File: config.mk
export PLATFORM = sky130hd
export DESIGN_NAME = timestamp_controller
export DESIGN_NICKNAME = d
export VERILOG_FILES = /design/src/rtl/timestamp_controller.sv
export SDC_FILE = /design/constraint.sdc
export NUM_CORES = 1
export LEC_CHECK = 0
export ABC_CLOCK_PERIOD_IN_PS = 3300
export CAP_MARGIN = 20
export CORE_ASPECT_RATIO = 0.75
export CORE_MARGIN = 2
export CORE_UTILIZATION = 35
export CTS_CLUSTER_SIZE = 12
export DETAILED_ROUTE_END_ITERATION = 7
export GPL_TIMING_DRIVEN = 0
export HOLD_SLACK_MARGIN = 0.12
export PLACE_DENSITY_LB_ADDON = 0.3
export SETUP_SLACK_MARGIN = 0.4
export SLEW_MARGIN = 20
export SYNTH_ARGS = -nofsm -noshare
export SYNTH_HDL_FRONTEND = slang
export SYNTH_SLANG_ARGS = --single-unit
export TNS_END_PERCENT = 20
File: constraint.sdc
create_clock -name s_axi_aclk -period 3.3 [get_ports s_axi_aclk]
set_input_delay 0.33 -clock s_axi_aclk [delete_from_list [all_inputs] [get_ports s_axi_aclk]]
set_output_delay 0.33 -clock s_axi_aclk [all_outputs]
set_load 0.02 [all_outputs]
File: src/rtl/timestamp_controller.sv
// rtl/timestamp_controller.sv - free-running timestamp counter with start sequencer
module timestamp_controller #(
  parameter int COUNTER_WIDTH = 64,
  parameter int COUNTER_STEP  = 1,
  parameter int SYNC_STAGES   = 2
) (
  input  logic                     s_axi_aclk,
  input  logic                     s_axi_aresetn,
  input  logic                     cmd_valid,
  input  logic [2:0]               cmd_op,
  input  logic [63:0]              cmd_data,
  output logic                     cmd_ready,
  input  logic                     sync_in,
  output logic [COUNTER_WIDTH-1:0] counter,
  output logic                     auto_start,
  output logic                     armed,
  output logic                     cmd_error,
  output logic                     overflow
);

  localparam logic [2:0] OP_NOP       = 3'd0;
  localparam logic [2:0] OP_START     = 3'd1;
  localparam logic [2:0] OP_STOP      = 3'd2;
  localparam logic [2:0] OP_CLEAR     = 3'd3;
  localparam logic [2:0] OP_LOAD      = 3'd4;
  localparam logic [2:0] OP_ARM_DELAY = 3'd5;
  localparam logic [2:0] OP_ARM_EXT   = 3'd6;
  localparam logic [2:0] OP_CLEAR_ERR = 3'd7;

  // Step widened by one bit so the carry out of the add is the wrap flag.
  localparam logic [COUNTER_WIDTH:0] STEP_EXT = (COUNTER_WIDTH+1)'(COUNTER_STEP);

  typedef enum logic [1:0] {
    ST_IDLE,
    ST_ARMED_DLY,
    ST_ARMED_EXT,
    ST_RUNNING
  } state_e;

  state_e                   state_q, state_d;
  logic [COUNTER_WIDTH-1:0] counter_q, counter_d;
  logic [31:0]              delay_q, delay_d;
  logic                     error_q, error_d;
  logic                     overflow_q, overflow_d;
  logic                     ready_q;
  logic [SYNC_STAGES-1:0]   sync_q;
  logic                     sync_prev_q;

  logic                     cmd_fire;
  logic                     bad_op;
  logic                     sync_rise;
  logic                     arm_event;
  logic [31:0]              delay_arg;
  logic [COUNTER_WIDTH:0]   step_sum;

  assign cmd_fire  = cmd_valid & ready_q;
  // Commands that are only legal while IDLE; elsewhere they flag an error.
  assign bad_op    = (cmd_op == OP_CLEAR) || (cmd_op == OP_LOAD) ||
                     (cmd_op == OP_ARM_DELAY) || (cmd_op == OP_ARM_EXT);
  assign sync_rise = sync_q[SYNC_STAGES-1] & ~sync_prev_q;
  assign delay_arg = cmd_data[31:0];
  assign step_sum  = {1'b0, counter_q} + STEP_EXT;
  // The armed wait ends on the last delay cycle or on a fresh trigger edge.
  assign arm_event = ((state_q == ST_ARMED_DLY) && (delay_q == 32'd1)) ||
                     ((state_q == ST_ARMED_EXT) && sync_rise);

  // Synchronizer and edge detector run continuously so stale levels never trigger.
  always_ff @(posedge s_axi_aclk or negedge s_axi_aresetn) begin
    if (!s_axi_aresetn) begin
      sync_q      <= '0;
      sync_prev_q <= 1'b0;
    end else begin
      sync_q      <= {sync_q[SYNC_STAGES-2:0], sync_in};
      sync_prev_q <= sync_q[SYNC_STAGES-1];
    end
  end

  // Next-state logic: state events first, then accepted command, CLEAR_ERR last.
  always_comb begin
    state_d    = state_q;
    counter_d  = counter_q;
    delay_d    = delay_q;
    error_d    = error_q;
    overflow_d = overflow_q;
    case (state_q)
      ST_IDLE: begin
        if (cmd_fire) begin
          case (cmd_op)
            OP_START: state_d = ST_RUNNING;
            OP_CLEAR: counter_d = '0;
            OP_LOAD:  counter_d = cmd_data[COUNTER_WIDTH-1:0];
            OP_ARM_DELAY: begin
              if (delay_arg == 32'd0) begin
                state_d = ST_RUNNING;
              end else begin
                state_d = ST_ARMED_DLY;
                delay_d = delay_arg;
              end
            end
            OP_ARM_EXT: state_d = ST_ARMED_EXT;
            default: ;
          endcase
        end
      end
      ST_ARMED_DLY, ST_ARMED_EXT: begin
        if (state_q == ST_ARMED_DLY) begin
          delay_d = delay_q - 32'd1;
        end
        // STOP beats a coinciding expiry or trigger edge.
        if (cmd_fire && (cmd_op == OP_STOP)) begin
          state_d = ST_IDLE;
        end else if ((cmd_fire && (cmd_op == OP_START)) || arm_event) begin
          state_d = ST_RUNNING;
        end
        if (cmd_fire && bad_op) begin
          error_d = 1'b1;
        end
      end
      ST_RUNNING: begin
        counter_d = step_sum[COUNTER_WIDTH-1:0];
        if (step_sum[COUNTER_WIDTH]) begin
          overflow_d = 1'b1;
        end
        if (cmd_fire && (cmd_op == OP_STOP)) begin
          state_d = ST_IDLE;
        end
        if (cmd_fire && bad_op) begin
          error_d = 1'b1;
        end
      end
      default: state_d = ST_IDLE;
    endcase
    if (cmd_fire && (cmd_op == OP_CLEAR_ERR)) begin
      error_d    = 1'b0;
      overflow_d = 1'b0;
    end
  end

  // Main state register; reset drops every output and any pending arm at once.
  always_ff @(posedge s_axi_aclk or negedge s_axi_aresetn) begin
    if (!s_axi_aresetn) begin
      state_q    <= ST_IDLE;
      counter_q  <= '0;
      delay_q    <= '0;
      error_q    <= 1'b0;
      overflow_q <= 1'b0;
      ready_q    <= 1'b0;
    end else begin
      state_q    <= state_d;
      counter_q  <= counter_d;
      delay_q    <= delay_d;
      error_q    <= error_d;
      overflow_q <= overflow_d;
      ready_q    <= 1'b1;
    end
  end

  assign cmd_ready  = ready_q;
  assign counter    = counter_q;
  assign auto_start = (state_q == ST_RUNNING);
  assign armed      = (state_q == ST_ARMED_DLY) || (state_q == ST_ARMED_EXT);
  assign cmd_error  = error_q;
  assign overflow   = overflow_q;

endmodule

==> out/qor.txt <==
================================================================================
Via total after detailed routing ..................................         8436
Routed WL .........................................................     30900 µm
Startpoint types ..................................................    flip-flop
Longest Clk Path Bufs .............................................            2
Clock Latency Late Sink ...........................................       370 ps
Number of max-cap violations ......................................            0
First-pass iteration count of the detailed router .................            7
Number of hold violations in the final report .....................            0
Wire length per cell ..............................................      23.7 µm
Final Max Tran Viols ..............................................            0
Global routing met2 resource utilization ..........................        37.4%
Synth top area share ..............................................        36.3%
Global route overflow .............................................            0
Post-Synthesis Cell Area ..........................................     7170 µm²
CTS tree ..........................................................        built
Synth Net Count ...................................................          967
Pwr/cell area .....................................................  1090 nW/µm²
Overall die area ..................................................    21700 µm²
Crit Path Class ...................................................   reg -> reg
Horizontal extent of the die ......................................       169 µm
GRT Max-Usage Layer ...............................................         met1
Global placer's final weighted congestion .........................        0.934
Starting DRC count in detailed routing ............................         1502
Area growth syn-to-layout .........................................        29.7%
Worst VDD drop ....................................................   0.000745 V
Worst-case reg-to-reg path depth ..................................            6
Outcome ........................................................... finished clean
Count of nets left with antenna violations after detail routing ...            0
CTS clk-pin slew, worst paths .....................................        70 ps
Setup repair after global routing missed its margin ...............          yes
Placed wire-length estimate .......................................     22400 µm
Number of non-filler instances in the completed layout ............         1307
Relative max-transition margin ....................................        41.1%
Most frequent cell after synthesis ................................      a21oi_1
CTS HTree Levels ..................................................            3
Worst reg-to-reg setup slack ......................................       350 ps
Post-synthesis cell type with the largest combined area ...........      dfrtp_1
Avg Inst Size Synth ...............................................     8.07 µm²
Share of synthesized registers carrying an async set or reset .....         100%
Global Route met3 Usage ...........................................        9.66%
Synthesized netlist cell count ....................................          888
Total routing resource utilization after global routing ...........        28.0%
Area inside the core boundary .....................................    20200 µm²
WP data arrival ...................................................      3240 ps
Main synth FF type ................................................      dfrtp_1
Number of flops mapped to enable cells by yosys ...................            0
Vias/cell .........................................................         6.45
Critical Path Fanout Max ..........................................           10
Max Clock Skew ....................................................      9.51 ps
Final Util ........................................................        46.1%
Worst Setup SP ....................................................   state_q[0]
Slew at the pin with the worst max-slew slack .....................       884 ps
Number of setup violations in the final report ....................            0
Class of the tightest hold or removal check .......................   reg -> reg
Time the worst path needs with I/O delays and setup ...............      2950 ps
Fill cells ........................................................         2028
Pleak .............................................................      3.50 nW
Pin count of the biggest net entering global routing ..............           68
Global routing usage on met1 ......................................        42.3%
Net count, final ..................................................         1124
Beginning of the worst hold path ..................................    sync_q[0]
Seq cells post-synth ..............................................          104
Warnings from Yosys ...............................................            0
Top-level port count ..............................................          140
Largest cells by area after synthesis ............................. dfrtp_1, a21oi_1, o21ai_0
TritonCTS Sinks ...................................................          104
Highest achievable clock rate .....................................      339 MHz
Number of buffers inserted during clock tree synthesis ............            9
# port buffers ....................................................          136
Number of global-route vias before repair .........................         7521
Worst r2r src .....................................................   state_q[0]
CTS Root Cell .....................................................    clkbuf_16
Data required time at the worst endpoint ..........................      3590 ps
Seq/Total Area, Yosys .............................................        36.3%
Total placed cells including tap cells ............................         1283
Number of antenna violations at the first check in global routing .            1
Initial standard-cell utilization of the core .....................        35.6%
Number of antenna repair diodes ...................................            0
Count of unresolved DRC violations after routing ..................            0
Worst Setup End Kind ..............................................    flip-flop
Number of cell rows ...............................................           45
Period utilization ................................................        89.4%
Number of cells traversed by the worst hold path ..................            0
Global-route wire length before repair ............................     45500 µm
Cell types with the highest counts after synthesis ................ a21oi_1, dfrtp_1, nand2_1
Library cells used by synthesis ...................................           78
Share of layout cells above drive strength 1 ......................        7.05%
Height of the chip ................................................       128 µm
================================================================================
where the power goes:
part | internal (W) | leakage (nW) | switching (W)
clock network | 0.000587 | 0.143 | 0.000528
logic | 0.00227 | 2.06 | 0.00396
registers | 0.00188 | 1.30 | 0.000877
total | 0.00473 | 3.50 | 0.00537
registers in the layout (all words and copies together), names as in the netlist:
name,flops
counter,64
delay_q,32
state_q,2
sync_q,2
cmd_error,1
cmd_ready,1
overflow,1
sync_prev_q,1
cell usage in the layout (no fill, tap or decap), types with 11 or more instances in the layout:
| cell type | synthesis | routed |
|---|---|---|
| nor4_1 | 21 | 20 |
| nor2_1 | 56 | 56 |
| nor3_1 | 33 | 33 |
| nand2_1 | 71 | 70 |
| nand3_1 | 43 | 43 |
| and3_1 | 19 | 19 |
| inv_1 | 34 | 34 |
| clkbuf_1 | 46 | 37 |
| o22ai_1 | 28 | 28 |
| clkbuf_2 | 0 | 11 |
| nand4_1 | 31 | 31 |
| o22a_1 | 12 | 12 |
| or3_1 | 13 | 13 |
| o21ai_0 | 66 | 66 |
| clkdlybuf4s50_1 | 0 | 135 |
| a21oi_1 | 113 | 112 |
| dfrtp_1 | 104 | 104 |
metal layers:
metal	vias to the layer above	wire [µm]	share of wire, %
met4	0	743	2.4
met3	82	4350	14
li1	3717	-	-
met1	4006	13700	44
met2	631	12200	39
met5	-	0	0
repair_timing:
item | 4_1_cts | 5_1_grt
pin swaps | 1 | 3
endpoints found under the setup margin | 62 | 64
gates resized for setup | 8 | 17
setup buffers | 2 | 6
gates cloned | 0 | 0
endpoints found under the hold margin | 37 | 0
hold buffers | 1 | 0
worst max-delay path: stages (launching register included):
cell and delay (ps):
dfrtp_1 410, ha_1 240, clkbuf_1 520, buf_1 640
clkbuf_1 650, o21ai_0 200, a2bb2oi_1 200
per-stage QoR:
| step | hold WS (ps) | total power, W | worst slack [ps] | area, µm² | TNS (ps) |
|---|---|---|---|---|---|
| finish | 351 | 0.0101 | 349 | 9300 | 0 |
| global route | 368 | 0.0106 | 318 | 9300 | 0 |
| CTS | 355 | 0.00977 | 157 | 9210 | 0 |
| detailed placement | 271 | 0.00860 | -450 | 8880 | -5210 |
| global placement | 335 | 0.00855 | -2480 | 8850 | -260000 |
| floorplan | 34.4 | 0.00603 | 607 | 7170 | 0 |
area by class of cell:
type / count / area [µm²] / area share (%)
multi-input combinational: 691 / 4200 / 45.2
sequential: 104 / 2600 / 28.0
timing repair buffer: 146 / 1460 / 15.7
tap: 258 / 323 / 3.47
buffer: 58 / 290 / 3.12
clock buffer: 10 / 229 / 2.46
inverter: 35 / 131 / 1.41
clock inverter: 5 / 57.6 / 0.619
worst paths after layout:
check | end
worst max-delay path | counter[49]
min in group asynchronous | delay_q[24]
worst min register to register | sync_q[1]
worst max register to register | counter[49]
worst min-delay path | sync_q[1]
max in group asynchronous | delay_q[5]
logic make-up (layout without fill, tap and decap cells):
logic type	Yosys count	after routing	synth area share (%)
other	1	1	0.0523
xor gates and xnor gates	1	1	0.122
adders and majority gates	8	8	1.40
muxes	5	5	0.750
buffers and inverters	93	254	5.69
DFF	104	104	36.3
AOI/OAI and AO/OA	322	322	28.0
and+or+nand+nor	354	354	27.7
Power figures use the tool's default switching activity.
